`config.mk`:
```
export PLATFORM = sky130hd
export DESIGN_NAME = bcd_display_sequencer
export DESIGN_NICKNAME = d
export VERILOG_FILES = /design/src/rtl/bcd_display_sequencer.sv
export SDC_FILE = /design/constraint.sdc
export NUM_CORES = 1
export LEC_CHECK = 0
export ABC_AREA = 0
export ABC_CLOCK_PERIOD_IN_PS = 2800
export BUFFER_PORTS_ARGS = -buffer_cell sky130_fd_sc_hd__clkbuf_2
export CAP_MARGIN = 20
export CORE_MARGIN = 3
export CORE_UTILIZATION = 38
export DETAILED_ROUTE_END_ITERATION = 7
export GPL_TIMING_DRIVEN = 0
export SYNTH_ARGS = -nofsm -noshare
export SYNTH_HDL_FRONTEND = slang
export SYNTH_SLANG_ARGS = --single-unit
export TNS_END_PERCENT = 20
```
`constraint.sdc`:
```
create_clock -name clk -period 2.8 [get_ports clk]
set_clock_uncertainty 0.05 [all_clocks]
set_input_delay 0.14 -clock clk [delete_from_list [all_inputs] [get_ports clk]]
set_output_delay 0.14 -clock clk [all_outputs]
set_load 0.05 [all_outputs]
```
`src/rtl/bcd_display_sequencer.sv`:
```
// Byte-serial BCD display sequencer.
// Captures a block of NBYTES bytes, feeds them one at a time (MSB byte first)
// to a shared combinational binary-to-BCD encoder, and presents each encoded
// result on a valid/ready output stream. A done pulse follows the last
// accepted byte.
module bcd_display_sequencer #(
  parameter int NBYTES = 16
) (
  input  logic                  clk,
  input  logic                  rst_n,
  input  logic                  start,
  input  logic                  abort,
  input  logic [8*NBYTES-1:0]   block_in,
  output logic [7:0]            enc_bin,
  input  logic [11:0]           enc_bcd,
  output logic                  out_valid,
  input  logic                  out_ready,
  output logic [11:0]           out_bcd,
  output logic [3:0]            out_idx,
  output logic                  out_last,
  output logic                  busy,
  output logic                  done
);

  localparam logic [3:0] LAST_IDX = 4'(NBYTES - 1);

  typedef enum logic [1:0] {
    IDLE    = 2'd0,
    CONVERT = 2'd1,
    PRESENT = 2'd2,
    DONE    = 2'd3
  } state_t;

  state_t state, state_next;

  logic [8*NBYTES-1:0] shadow;
  logic [3:0]          idx;
  logic [7:0]          byte_arr [NBYTES];
  logic [7:0]          sel_byte;
  logic                capture;
  logic                load_out;
  logic                advance;

  // Split the shadow block into bytes; byte 0 sits in the most significant slot.
  generate
    for (genvar gi = 0; gi < NBYTES; gi++) begin : g_bytes
      assign byte_arr[gi] = shadow[8*(NBYTES-gi)-1 -: 8];
    end
  endgenerate

  // State register; reset drops any block in flight.
  always_ff @(posedge clk or negedge rst_n) begin
    if (!rst_n) begin
      state <= IDLE;
    end else begin
      state <= state_next;
    end
  end

  // Next-state logic. Abort overrides everything, including a pending
  // handshake or a simultaneous start in IDLE.
  always_comb begin
    state_next = state;
    capture    = 1'b0;
    load_out   = 1'b0;
    advance    = 1'b0;
    case (state)
      IDLE: begin
        if (start && !abort) begin
          capture    = 1'b1;
          state_next = CONVERT;
        end
      end
      CONVERT: begin
        if (abort) begin
          state_next = IDLE;
        end else begin
          load_out   = 1'b1;
          state_next = PRESENT;
        end
      end
      PRESENT: begin
        if (abort) begin
          state_next = IDLE;
        end else if (out_ready) begin
          if (idx == LAST_IDX) begin
            state_next = DONE;
          end else begin
            advance    = 1'b1;
            state_next = CONVERT;
          end
        end
      end
      DONE: begin
        state_next = IDLE;
      end
      default: begin
        state_next = IDLE;
      end
    endcase
  end

  // Block shadow, byte index and the registered output slot.
  always_ff @(posedge clk or negedge rst_n) begin
    if (!rst_n) begin
      shadow   <= '0;
      idx      <= '0;
      out_bcd  <= '0;
      out_idx  <= '0;
      out_last <= 1'b0;
    end else begin
      if (capture) begin
        shadow <= block_in;
        idx    <= '0;
      end
      if (advance) begin
        idx <= idx + 4'd1;
      end
      if (load_out) begin
        out_bcd  <= enc_bcd;
        out_idx  <= idx;
        out_last <= (idx == LAST_IDX);
      end
    end
  end

  // Select the current shadow byte; only driven to the encoder while converting.
  always_comb begin
    sel_byte = 8'h00;
    for (int i = 0; i < NBYTES; i++) begin
      if (idx == 4'(i)) begin
        sel_byte = byte_arr[i];
      end
    end
    enc_bin = (state == CONVERT) ? sel_byte : 8'h00;
  end

  assign out_valid = (state == PRESENT);
  assign busy      = (state != IDLE);
  assign done      = (state == DONE);

endmodule

```
==> flow_metrics.py, run 1 <==
metrics = {
    "placement": {
        "place_area_um2": 8340,
        "placedCellCount": 996,
        "dp_hpwl_um": 17400,
        "port_buffers": 172,
        "gp_congestion": 0.912,
        "place_ws_ns": -0.368,
    },
    "cells_and_area": {
        "num-nets-final": 1093,
        "layoutNonFillerInstCount": 1183,
        "diodes": 0,
        "design_area_um2": 10900,
        "fin_util_pct": 59.8,
        "drive_above_1_share_pct": 45.9,
        "area_delta_synth_final_pct": 52.1,
    },
    "status": {
        "violations": "setup timing",
        "status": "finished, violations left",
    },
    "synthesis": {
        "synth_nets": 743,
        "yosysWarnings": 0,
        "yosys.area.top_type": "dfrtp_1",
        "synth_top_area_share_pct": 52.8,
        "syn-instance-count": 594,
        "ys_ff_latch": 151,
        "synth.distinct_cells": 43,
        "netlist_area_um2": 7150,
        "synth.area.top_cells": "dfrtp_1 53%, mux2_2 22%, o21ai_0 2.5%, a21oi_1 2.2%, buf_2 1.7%",
        "synth.avg_cell_area_um2": 12.0,
        "synth_seq_area_share_pct": 52.8,
    },
    "floorplanning": {
        "io_pins": 173,
        "die-area_um2": 20500,
        "initial_core_util_pct": 39.3,
        "die_h_um": 143,
        "num_rows": 49,
        "die_w_um": 143,
        "core-area_um2": 18200,
    },
    "worst_setup_path": {
        "cp-start-kind": "flop",
        "worst_setup_path_end_kind": "primary output",
        "worstPathRequired_ns": 2.61,
        "crit_type": "reg2out",
        "cp_num_cells": 10,
        "cp_num_buf_inv": 4,
        "cp.arrival_ns": 2.69,
        "crit_top_cell": "clkbuf_8",
        "r2r_cells": 5,
        "critical_path.top_delay_family": "compound AO/OA/AOI/OAI gates",
        "cp_max_fo": 10,
        "max_stage_delay_ns": 0.44,
        "path_cells": "inv_1 > ha_2 > buf_6 > clkbuf_8 > a21oi_1 > a221oi_2 > a2bb2oi_2 > o21ai_2 > a21oi_2 > clkbuf_8",
        "slowest_stage": "dfrtp_2",
    },
    "routing": {
        "firstDrtPassIters": 5,
        "drt_iter0_markers": 451,
        "vias_per_cell": 5.48,
        "via_count": 6482,
        "antenna_left": 0,
        "drc_errors": 0,
        "drt-wirelength-per-cell_um": 21.2,
        "drt-total-wl_um": 25100,
    },
    "clock_tree": {
        "cts_htree_levels": 4,
        "clkLatencyLatePin_ns": 0.42,
        "clockBufferDepth": 2,
        "clk_pin_slew_ns": 0.06,
        "cts_tree": "yes",
        "cts_made_buffers": 17,
        "clockRootBuffer": "clkbuf_16",
        "clock_sinks": 151,
    },
    "power": {
        "seq_power_share_pct": 41.9,
        "clkPwrFrac_pct": 33.4,
        "powerDensity_nw_per_um2": 652,
        "power.net_switching_w": 0.00212,
        "p_int_w": 0.00498,
        "p_sw_share_pct": 29.8,
        "pwr-share-comb_pct": 24.7,
        "irDropWorstVdd_mv": 0.436,
        "leakage_nw": 4.74,
    },
    "sta": {
        "worst_slack_ns": -0.0753,
        "finalHoldViolations": 0,
        "setup_viol": 7,
        "holdWs_ns": 0.275,
        "slew_viol_final": 0,
        "post-route-period-util_pct": 103,
        "fmax_ghz": 0.348,
        "rsz0062_at_grt": "true",
        "slew_headroom_pct": 54.8,
        "period_minus_slack_ns": 2.88,
        "max_slew.worst_pin.slew_ns": 0.678,
    },
    "global_route": {
        "grt_pass1_vias": 6987,
        "grt_overflow": 0,
        "antenna_found_initial": 0,
        "grt_max_degree": 78,
        "grt.total_usage_pct": 24.7,
        "grt_pass1_wl_um": 38200,
    },
    "worst_hold_path": {
        "hold_class": "in2async",
    },
    "run": {
        "maxCapViolations": 0,
    },
}
-- state kept, by name, indices dropped and copies added, names as in the netlist --
signal    flops
out_last      1
state         2
byte_arr    128
idx           4
out_bcd      12
out_idx       4
-- area by class of cell --
class                      count  area (µm²)
inverter                      13        52.6
sequential                   151        3780
tap                          229         287
fill                        1420        7320
multi-input combinational    386        3360
buffer                        42         268
clock inverter                 8         124
clock buffer                  21         470
timing repair buffer         333        2540
-- cells in the final DEF, fill, tap and decap left out, types with 5 or more instances in the layout --
| cell type | n |
|---|---|
| a21oi_1 | 23 |
| a21oi_2 | 9 |
| a221o_1 | 10 |
| a221oi_2 | 5 |
| a22oi_1 | 9 |
| a2bb2oi_2 | 5 |
| a31oi_1 | 7 |
| buf_2 | 21 |
| buf_4 | 16 |
| buf_6 | 5 |
| clkbuf_1 | 9 |
| clkbuf_16 | 18 |
| clkbuf_2 | 167 |
| clkbuf_8 | 12 |
| dfrtp_1 | 149 |
| dlygate4sd3_1 | 145 |
| inv_1 | 12 |
| mux2_2 | 138 |
| nand2_1 | 25 |
| nand2b_1 | 7 |
| nand3_1 | 12 |
| nand3b_1 | 10 |
| nor2_1 | 7 |
| nor2b_1 | 6 |
| o21ai_0 | 30 |
| o22ai_1 | 11 |
-- Yosys cell counts --
master     instances
dfrtp_1          151
mux2_2           138
o21ai_0           36
a21oi_1           32
buf_2             25
nand2_1           25
clkbuf_1          17
inv_1             13
nand3_1           12
nor2_1            12
o22ai_1           11
a221o_1           10
nand3b_1          10
a221oi_1           9
a22oi_1            9
nor2b_1            9
a211oi_1           7
a31oi_1            7
nand2b_1           7
a2bb2oi_1          6
ha_1               4
nor3b_1            4
o2111ai_1          4
o31ai_1            4
o221a_2            3
o221ai_1           3
or3_1              3
a211o_1            2
a21boi_0           2
a311oi_1           2
and2_1             2
and3b_1            2
o21a_1             2
o32ai_1            2
buf_1              1
buf_6              1
nand4_1            1
nand4bb_1          1
nor3_1             1
o211ai_1           1
o22a_1             1
o31a_1             1
or2_2              1
-- stage by stage --
| step | power (W) | TNS (ns) |
|---|---|---|
| after floorplan | 0.00385 | 0 |
| after global placement | 0.00436 | -138.34 |
| after detailed placement | 0.00443 | -1.64 |
| after CTS | 0.00708 | -0.119 |
| after global routing | 0.00738 | -0.899 |
| final | 0.00710 | -0.363 |
-- power by group through the flow --
| stage | sequential, W | combinational, W | clock (W) |
|---|---|---|---|
| global placement | 0.00298 | 0.00138 | 0 |
| finish | 0.00297 | 0.00176 | 0.00237 |
| detailed placement | 0.00300 | 0.00142 | 0 |
| floorplan | 0.00305 | 0.000799 | 0 |
| CTS | 0.00297 | 0.00172 | 0.00239 |
| global route | 0.00303 | 0.00187 | 0.00248 |
-- cell families after synthesis --
group	count (synthesis)	share of synthesized area [%]
AO/OA/AOI/OAI	154	14.5
adder cells (fa/ha/maj)	4	0.700
buffers and inverters	57	3.53
flip-flops	151	52.8
multiplexers	138	21.7
AND/OR/NAND/NOR	90	6.73
-- path summary, 6_finish.rpt --
path,startpoint,to,slack [ns]
worst max-delay path,idx[1],enc_bin[6],-0.08
worst min-delay path,rst_n,byte_arr[62],0.27
worst max register to register,state[1],byte_arr[124],0.40
worst min register to register,out_bcd[5],out_bcd[5],0.46
max in group asynchronous,rst_n,idx[0],1.63
min in group clk,start,byte_arr[86],0.35
-- per-layer routing --
layer  wire (µm)  share of wire (%)  track usage [%]
met4         715                2.8             8.47
met5           0                  0                0
met2       12700                 51             43.0
met3        1290                5.1             4.32
met1       10400                 41             31.0
-- timing repair --
action | CTS | global route
gates cloned | 0 | 1
hold buffers | 145 | 0
setup endpoints to repair | 8 | 8
endpoints found under the hold margin | 219 | 0
buffers inserted | 6 | 8
gates resized for setup | 82 | 22
pin swaps | 15 | 5
No activity file was read; power rests on OpenSTA's default activity.
==> inputs of run 2 (changes only) <==
--- a/config.mk
+++ b/config.mk
@@ -9,10 +9,13 @@
 export ABC_CLOCK_PERIOD_IN_PS = 2800
 export BUFFER_PORTS_ARGS = -buffer_cell sky130_fd_sc_hd__clkbuf_2
 export CAP_MARGIN = 20
+export CELL_PAD_IN_SITES_DETAIL_PLACEMENT = 0
+export CELL_PAD_IN_SITES_GLOBAL_PLACEMENT = 1
 export CORE_MARGIN = 3
 export CORE_UTILIZATION = 38
 export DETAILED_ROUTE_END_ITERATION = 7
 export GPL_TIMING_DRIVEN = 0
+export PLACE_DENSITY_LB_ADDON = 0.1
 export SYNTH_ARGS = -nofsm -noshare
 export SYNTH_HDL_FRONTEND = slang
 export SYNTH_SLANG_ARGS = --single-unit
==> run 2 against run 1 <==
Effect of this change: the flow still finishes with violations (setup timing); clock power decreased by 8.9%; setup slack lost 0.023 ns; global-route usage decreased by 0.38 points; die area unchanged; power down 4.0%; register-to-register slack worse by 0.16 ns; combinational power decreased by 4%; non-clock buffer count fell by 3; sequential cell count unchanged; via count is 2.2% lower.
==> flow_metrics.py, run 2 (synthesized netlist as in run 1, its figures left out) <==
metrics = {
    "status": {
        "status": "finished, violations left",
        "violations": "setup timing",
    },
    "floorplanning": {
        "core-area_um2": 18200,
        "die-area_um2": 20500,
        "io_pins": 173,
        "die_w_um": 143,
        "initial_core_util_pct": 39.3,
        "die_h_um": 143,
        "num_rows": 49,
    },
    "worst_setup_path": {
        "cp.arrival_ns": 2.71,
        "worst_setup_path_end_kind": "primary output",
        "cp-start-kind": "flop",
        "r2r_start": "state[1]",
        "cp_max_fo": 10,
        "cp-startpoint": "idx[0]",
        "worstPathRequired_ns": 2.61,
        "crit_type": "reg2out",
    },
    "power": {
        "clkPwrFrac_pct": 31.6,
        "leakage_nw": 4.68,
        "p_total_w": 0.00682,
        "seq_power_share_pct": 43.5,
        "p_sw_share_pct": 30.6,
        "powerDensity_nw_per_um2": 637,
        "pwr-share-comb_pct": 24.8,
        "power.net_switching_w": 0.00209,
        "p_int_w": 0.00473,
        "irDropWorstVdd_mv": 0.438,
    },
    "cells_and_area": {
        "area_delta_synth_final_pct": 49.6,
        "layoutNonFillerInstCount": 1181,
        "final_cell_mix": "168 x clkbuf_2, 149 x dfrtp_1, 145 x dlygate4sd3_1",
        "diodes": 0,
        "final_common_cell": "clkbuf_2",
        "multiInputGateArea_um2": 3280,
        "drive_above_1_share_pct": 44.6,
        "largest_register_ffs": 128,
        "register_area_um2": 3780,
        "num-nets-final": 1090,
        "fill_cells": 1534,
    },
    "routing": {
        "wirelength_met1_um": 10500,
        "antenna_left": 0,
        "drt_iter0_markers": 402,
        "maxUsedRoutingLayer": "met4",
        "drc_errors": 0,
        "vias_per_cell": 5.37,
        "route.met3.wl_um": 1260,
        "routed-wl-met2_um": 11900,
        "firstDrtPassIters": 5,
        "via_count": 6339,
        "drt-total-wl_um": 24400,
        "drt-wirelength-per-cell_um": 20.7,
    },
    "clock_tree": {
        "clockBufferDepth": 2,
        "clkLatencyLatePin_ns": 0.43,
        "clk_pin_slew_ns": 0.07,
        "cts_tree": "yes",
        "cts_made_buffers": 17,
        "clock_sinks": 151,
        "cts_htree_levels": 4,
        "clockRootBuffer": "clkbuf_16",
    },
    "sta": {
        "setup_viol": 7,
        "rsz0062_at_grt": "true",
        "period_minus_slack_ns": 2.90,
        "fmax_ghz": 0.345,
        "post-route-period-util_pct": 104,
        "slew_viol_final": 0,
        "max_slew.worst_pin.slew_ns": 0.889,
        "slew_headroom_pct": 40.7,
        "worst_slack_ns": -0.0982,
        "finalHoldViolations": 0,
        "holdWs_ns": 0.237,
    },
    "global_route": {
        "grt_pass1_vias": 6643,
        "grt_overflow": 0,
        "grt_pass1_wl_um": 37100,
        "antenna_found_initial": 0,
        "grt_max_degree": 80,
        "grt.total_usage_pct": 24.3,
    },
    "placement": {
        "place_ws_ns": -0.344,
        "placedCellCount": 996,
        "gp_congestion": 0.921,
        "dp_hpwl_um": 17200,
        "port_buffers": 172,
    },
    "worst_hold_path": {
        "hold_class": "in2async",
    },
    "run": {
        "maxCapViolations": 0,
    },
}
==> run 2: through the flow <==
stage                     util, %  instance area [µm²]  setup TNS [ns]
after floorplan                 -                 7160               0
after global placement       45.6                 8310         -149.00
after detailed placement     45.8                 8340           -1.73
after CTS                    58.5                10600          -0.395
after global routing         58.8                10700          -0.867
final                        58.8                10700          -0.345
==> run 2: layout make-up <==
cell class | count | share of cell area (%)
Clock inverter | 12 | 0.970
Timing Repair Buffer | 330 | 23.4
Clock buffer | 18 | 4.10
Multi-Input combinational cell | 386 | 30.6
Inverter | 13 | 0.491
Sequential cell | 151 | 35.3
Tap cell | 229 | 2.68
Buffer | 42 | 2.44
==> run 2: power by group through the flow <==
stage                     registers (W)  logic (W)  clock network, W
after floorplan                 0.00305   0.000799                 0
after global placement          0.00299    0.00138                 0
after detailed placement        0.00300    0.00141                 0
after CTS                       0.00297    0.00169           0.00220
after global routing            0.00302    0.00182           0.00230
final                           0.00297    0.00169           0.00216
==> run 2: timing repair <==
item / CTS / global route
hold endpoints to repair: 215 / 0
resized for setup: 72 / 15
hold buffers: 145 / 0
setup buffers: 9 / 3
pin swaps: 17 / 10
endpoints found under the setup margin: 8 / 8
==> run 2: final timing paths <==
kind	endpoint	slack [ns]	cells after the start
setup / recovery	enc_bin[6]	-0.1	9
hold / removal	byte_arr[63]	0.24	2
setup reg to reg	byte_arr[125]	0.24	5
hold reg to reg	out_idx[3]	0.46	1
max in group asynchronous	idx[1]	1.66	3
min in group clk	byte_arr[85]	0.33	5
==> run 2: critical path, stage by stage, from the launching register on <==
cell       delay, ns
dfrtp_2         0.45
ha_1            0.22
buf_6           0.15
clkbuf_16       0.17
nand3b_1        0.17
a221oi_2        0.35
a2bb2oi_2       0.25
o21ai_1         0.13
a21oi_2         0.18
clkbuf_8        0.21
==> run 2: layer usage <==
metal | GRT usage (%) | vias to the layer above
li1 | - | 2908
met1 | 31.6 | 3168
met2 | 39.9 | 220
met3 | 4.35 | 43
met4 | 10.5 | 0
met5 | 0 | -
==> inputs of run 3 (changes only) <==
--- a/config.mk
+++ b/config.mk
@@ -12,7 +12,7 @@
 export CELL_PAD_IN_SITES_DETAIL_PLACEMENT = 0
 export CELL_PAD_IN_SITES_GLOBAL_PLACEMENT = 1
 export CORE_MARGIN = 3
-export CORE_UTILIZATION = 38
+export CORE_UTILIZATION = 46
 export DETAILED_ROUTE_END_ITERATION = 7
 export GPL_TIMING_DRIVEN = 0
 export PLACE_DENSITY_LB_ADDON = 0.1
==> constraint.sdc (replaced) <==
create_clock -name clk -period 2.8 [get_ports clk]
set_clock_uncertainty 0.05 [all_clocks]
set_input_delay 0.56 -clock clk [delete_from_list [all_inputs] [get_ports clk]]
set_output_delay 0.56 -clock clk [all_outputs]
set_load 0.05 [all_outputs]
==> run 3 against run 2 <==
Effect of this change: the run still ends with setup timing left; setup slack worse by 0.37 ns; global-route usage grew 1.8 points; first-iteration DRC count shrank 8.2%; count of clock-buffer cells in the layout did not move.
==> flow_metrics.py, run 3 (synthesized netlist as in run 1, its figures left out) <==
metrics = {
    "clock_tree": {
        "cts_made_buffers": 17,
        "cts_tree": "yes",
        "cts_htree_levels": 4,
        "clkLatencyLatePin_ns": 0.42,
        "clockRootBuffer": "clkbuf_16",
        "clk_pin_slew_ns": 0.06,
        "clock_sinks": 151,
        "clockBufferDepth": 2,
    },
    "worst_setup_path": {
        "path_cells": "buf_6 > ha_4 > buf_4 > nand3b_1 > a221o_1 > o2111ai_2 > a311oi_2 > a211oi_2 > clkbuf_8",
        "r2r_start": "state[1]",
        "max_stage_delay_ns": 0.45,
        "r2r_slack_ns": 0.41,
        "r2r_cells": 5,
        "worstPathRequired_ns": 2.19,
        "r2r_end": "byte_arr[125]",
        "worst_setup_path_end_kind": "primary output",
        "cp.arrival_ns": 2.66,
        "slowest_stage": "dfrtp_2",
        "cp_max_fo": 8,
        "crit_type": "reg2out",
        "cp-start-kind": "flop",
    },
    "sta": {
        "setup_viol": 8,
        "post-route-period-util_pct": 117,
        "slew_headroom_pct": 53.5,
        "tns_ns": -3.36,
        "fmax_ghz": 0.306,
        "slew_viol_final": 0,
        "worst_slack_ns": -0.473,
        "max_slew.worst_pin.slew_ns": 0.698,
        "rsz0062_at_grt": "true",
        "finalHoldViolations": 0,
        "period_minus_slack_ns": 3.27,
        "holdWs_ns": 0.303,
    },
    "global_route": {
        "use_met2_pct": 42.5,
        "grt_pass1_vias": 5947,
        "grt_use_met3_pct": 5.00,
        "grt.total_usage_pct": 26.0,
        "antenna_found_initial": 0,
        "met1_usage_pct": 34.7,
        "grt_max_degree": 113,
        "grt_pass1_wl_um": 32800,
        "grt_overflow": 0,
        "top_usage_layer": "met2",
    },
    "power": {
        "powerDensity_nw_per_um2": 754,
        "irDropWorstVdd_mv": 0.456,
        "leakage_nw": 4.16,
        "p_total_w": 0.00708,
    },
    "cells_and_area": {
        "num-nets-final": 950,
        "layoutNonFillerInstCount": 998,
        "final_cell_mix": "167 x clkbuf_2, 149 x dfrtp_1, 138 x mux2_2",
        "largest_register_ffs": 128,
        "diodes": 0,
        "final_common_cell": "clkbuf_2",
        "area_delta_synth_final_pct": 31.3,
        "drive_above_1_share_pct": 52.9,
    },
    "routing": {
        "drt-wirelength-per-cell_um": 22.3,
        "drc_errors": 0,
        "firstDrtPassIters": 5,
        "antenna_left": 0,
        "drt_iter0_markers": 369,
        "vias_per_cell": 5.89,
        "via_count": 5878,
        "drt-total-wl_um": 22300,
    },
    "floorplanning": {
        "die_h_um": 131,
        "die_w_um": 131,
        "io_pins": 173,
        "die-area_um2": 17100,
        "num_rows": 44,
        "initial_core_util_pct": 48.1,
        "core-area_um2": 14900,
    },
    "placement": {
        "dp_hpwl_um": 16500,
        "port_buffers": 172,
        "gp_congestion": 0.912,
        "placedCellCount": 951,
    },
    "worst_hold_path": {
        "hp-start": "block_in[110]",
        "hold_class": "in2reg",
        "hold_end": "byte_arr[110]",
        "hold_depth": 3,
    },
    "status": {
        "violations": "setup timing",
        "status": "finished, violations left",
    },
    "run": {
        "maxCapViolations": 0,
    },
}
run 3: cell count changes in the layout (fill, tap and decap cells not counted), sizes merged:
| cell | change |
|---|---|
| clkinv | -3 |
| dlygate4sd3 | -144 |
| inv | +1 |
| buf | +5 |
| clkbuf | -1 |
| bufinv | +4 |
run 3: through the flow:
step	instance area, µm²	worst slack [ns]	utilization, %
floorplan	7160	-0.264	-
global placement	8250	-1.36	55.5
detailed placement	8290	-0.817	55.8
CTS	9300	-0.475	62.6
global route	9390	-0.514	63.2
finish	9390	-0.473	63.2
run 3: cell type report:
cell class                 count  area [µm²]
fill                        1200        5470
sequential                   151        3780
multi-input combinational    386        3290
timing repair buffer         191        1110
clock buffer                  18         439
buffer                        41         262
tap                          184         230
clock inverter                14         220
inverter                      13        52.6
run 3: layer usage:
layer,routed length [µm],up-vias
met1,9460,2950
met3,1330,42
met2,10900,249
met4,600,0
li1,-,2637
met5,0,-
run 3: worst max-delay path by stage:
| stage | slack, ns | to | depth (start not counted) | start |
|---|---|---|---|---|
| floorplan | -0.26 | enc_bin[5] | 8 | idx[0] |
| global placement | -1.36 | out_bcd[1] | 1 | rst_n |
| detailed placement | -0.82 | enc_bin[6] | 10 | idx[1] |
| CTS | -0.48 | enc_bin[7] | 8 | idx[1] |
| global route | -0.51 | enc_bin[6] | 9 | idx[0] |
| finish | -0.47 | enc_bin[7] | 9 | idx[0] |
run 3: power breakdown:
group	total, W	leakage [nW]	switching [W]	internal, W
clock network	0.00257	0.315	0.000953	0.00161
registers	0.00296	1.80	0.000309	0.00265
logic	0.00156	2.04	0.000821	0.000739
run 3: critical path: cells and delay by family (launching register included):
family / cells / cell delay, ns
adders and majority gates: 1 / 0.19
AOI/OAI and AO/OA: 4 / 0.89
and+or+nand+nor: 1 / 0.16
DFF: 1 / 0.45
buffers and inverters: 3 / 0.54
run 3: repair_timing:
item / in CTS / in global routing
endpoints found under the hold margin: 2 / 0
gates cloned: 0 / 1
pin swaps: 17 / 10
hold buffers: 1 / 0
setup buffers: 9 / 7
endpoints found under the setup margin: 8 / 8
resized for setup: 79 / 15
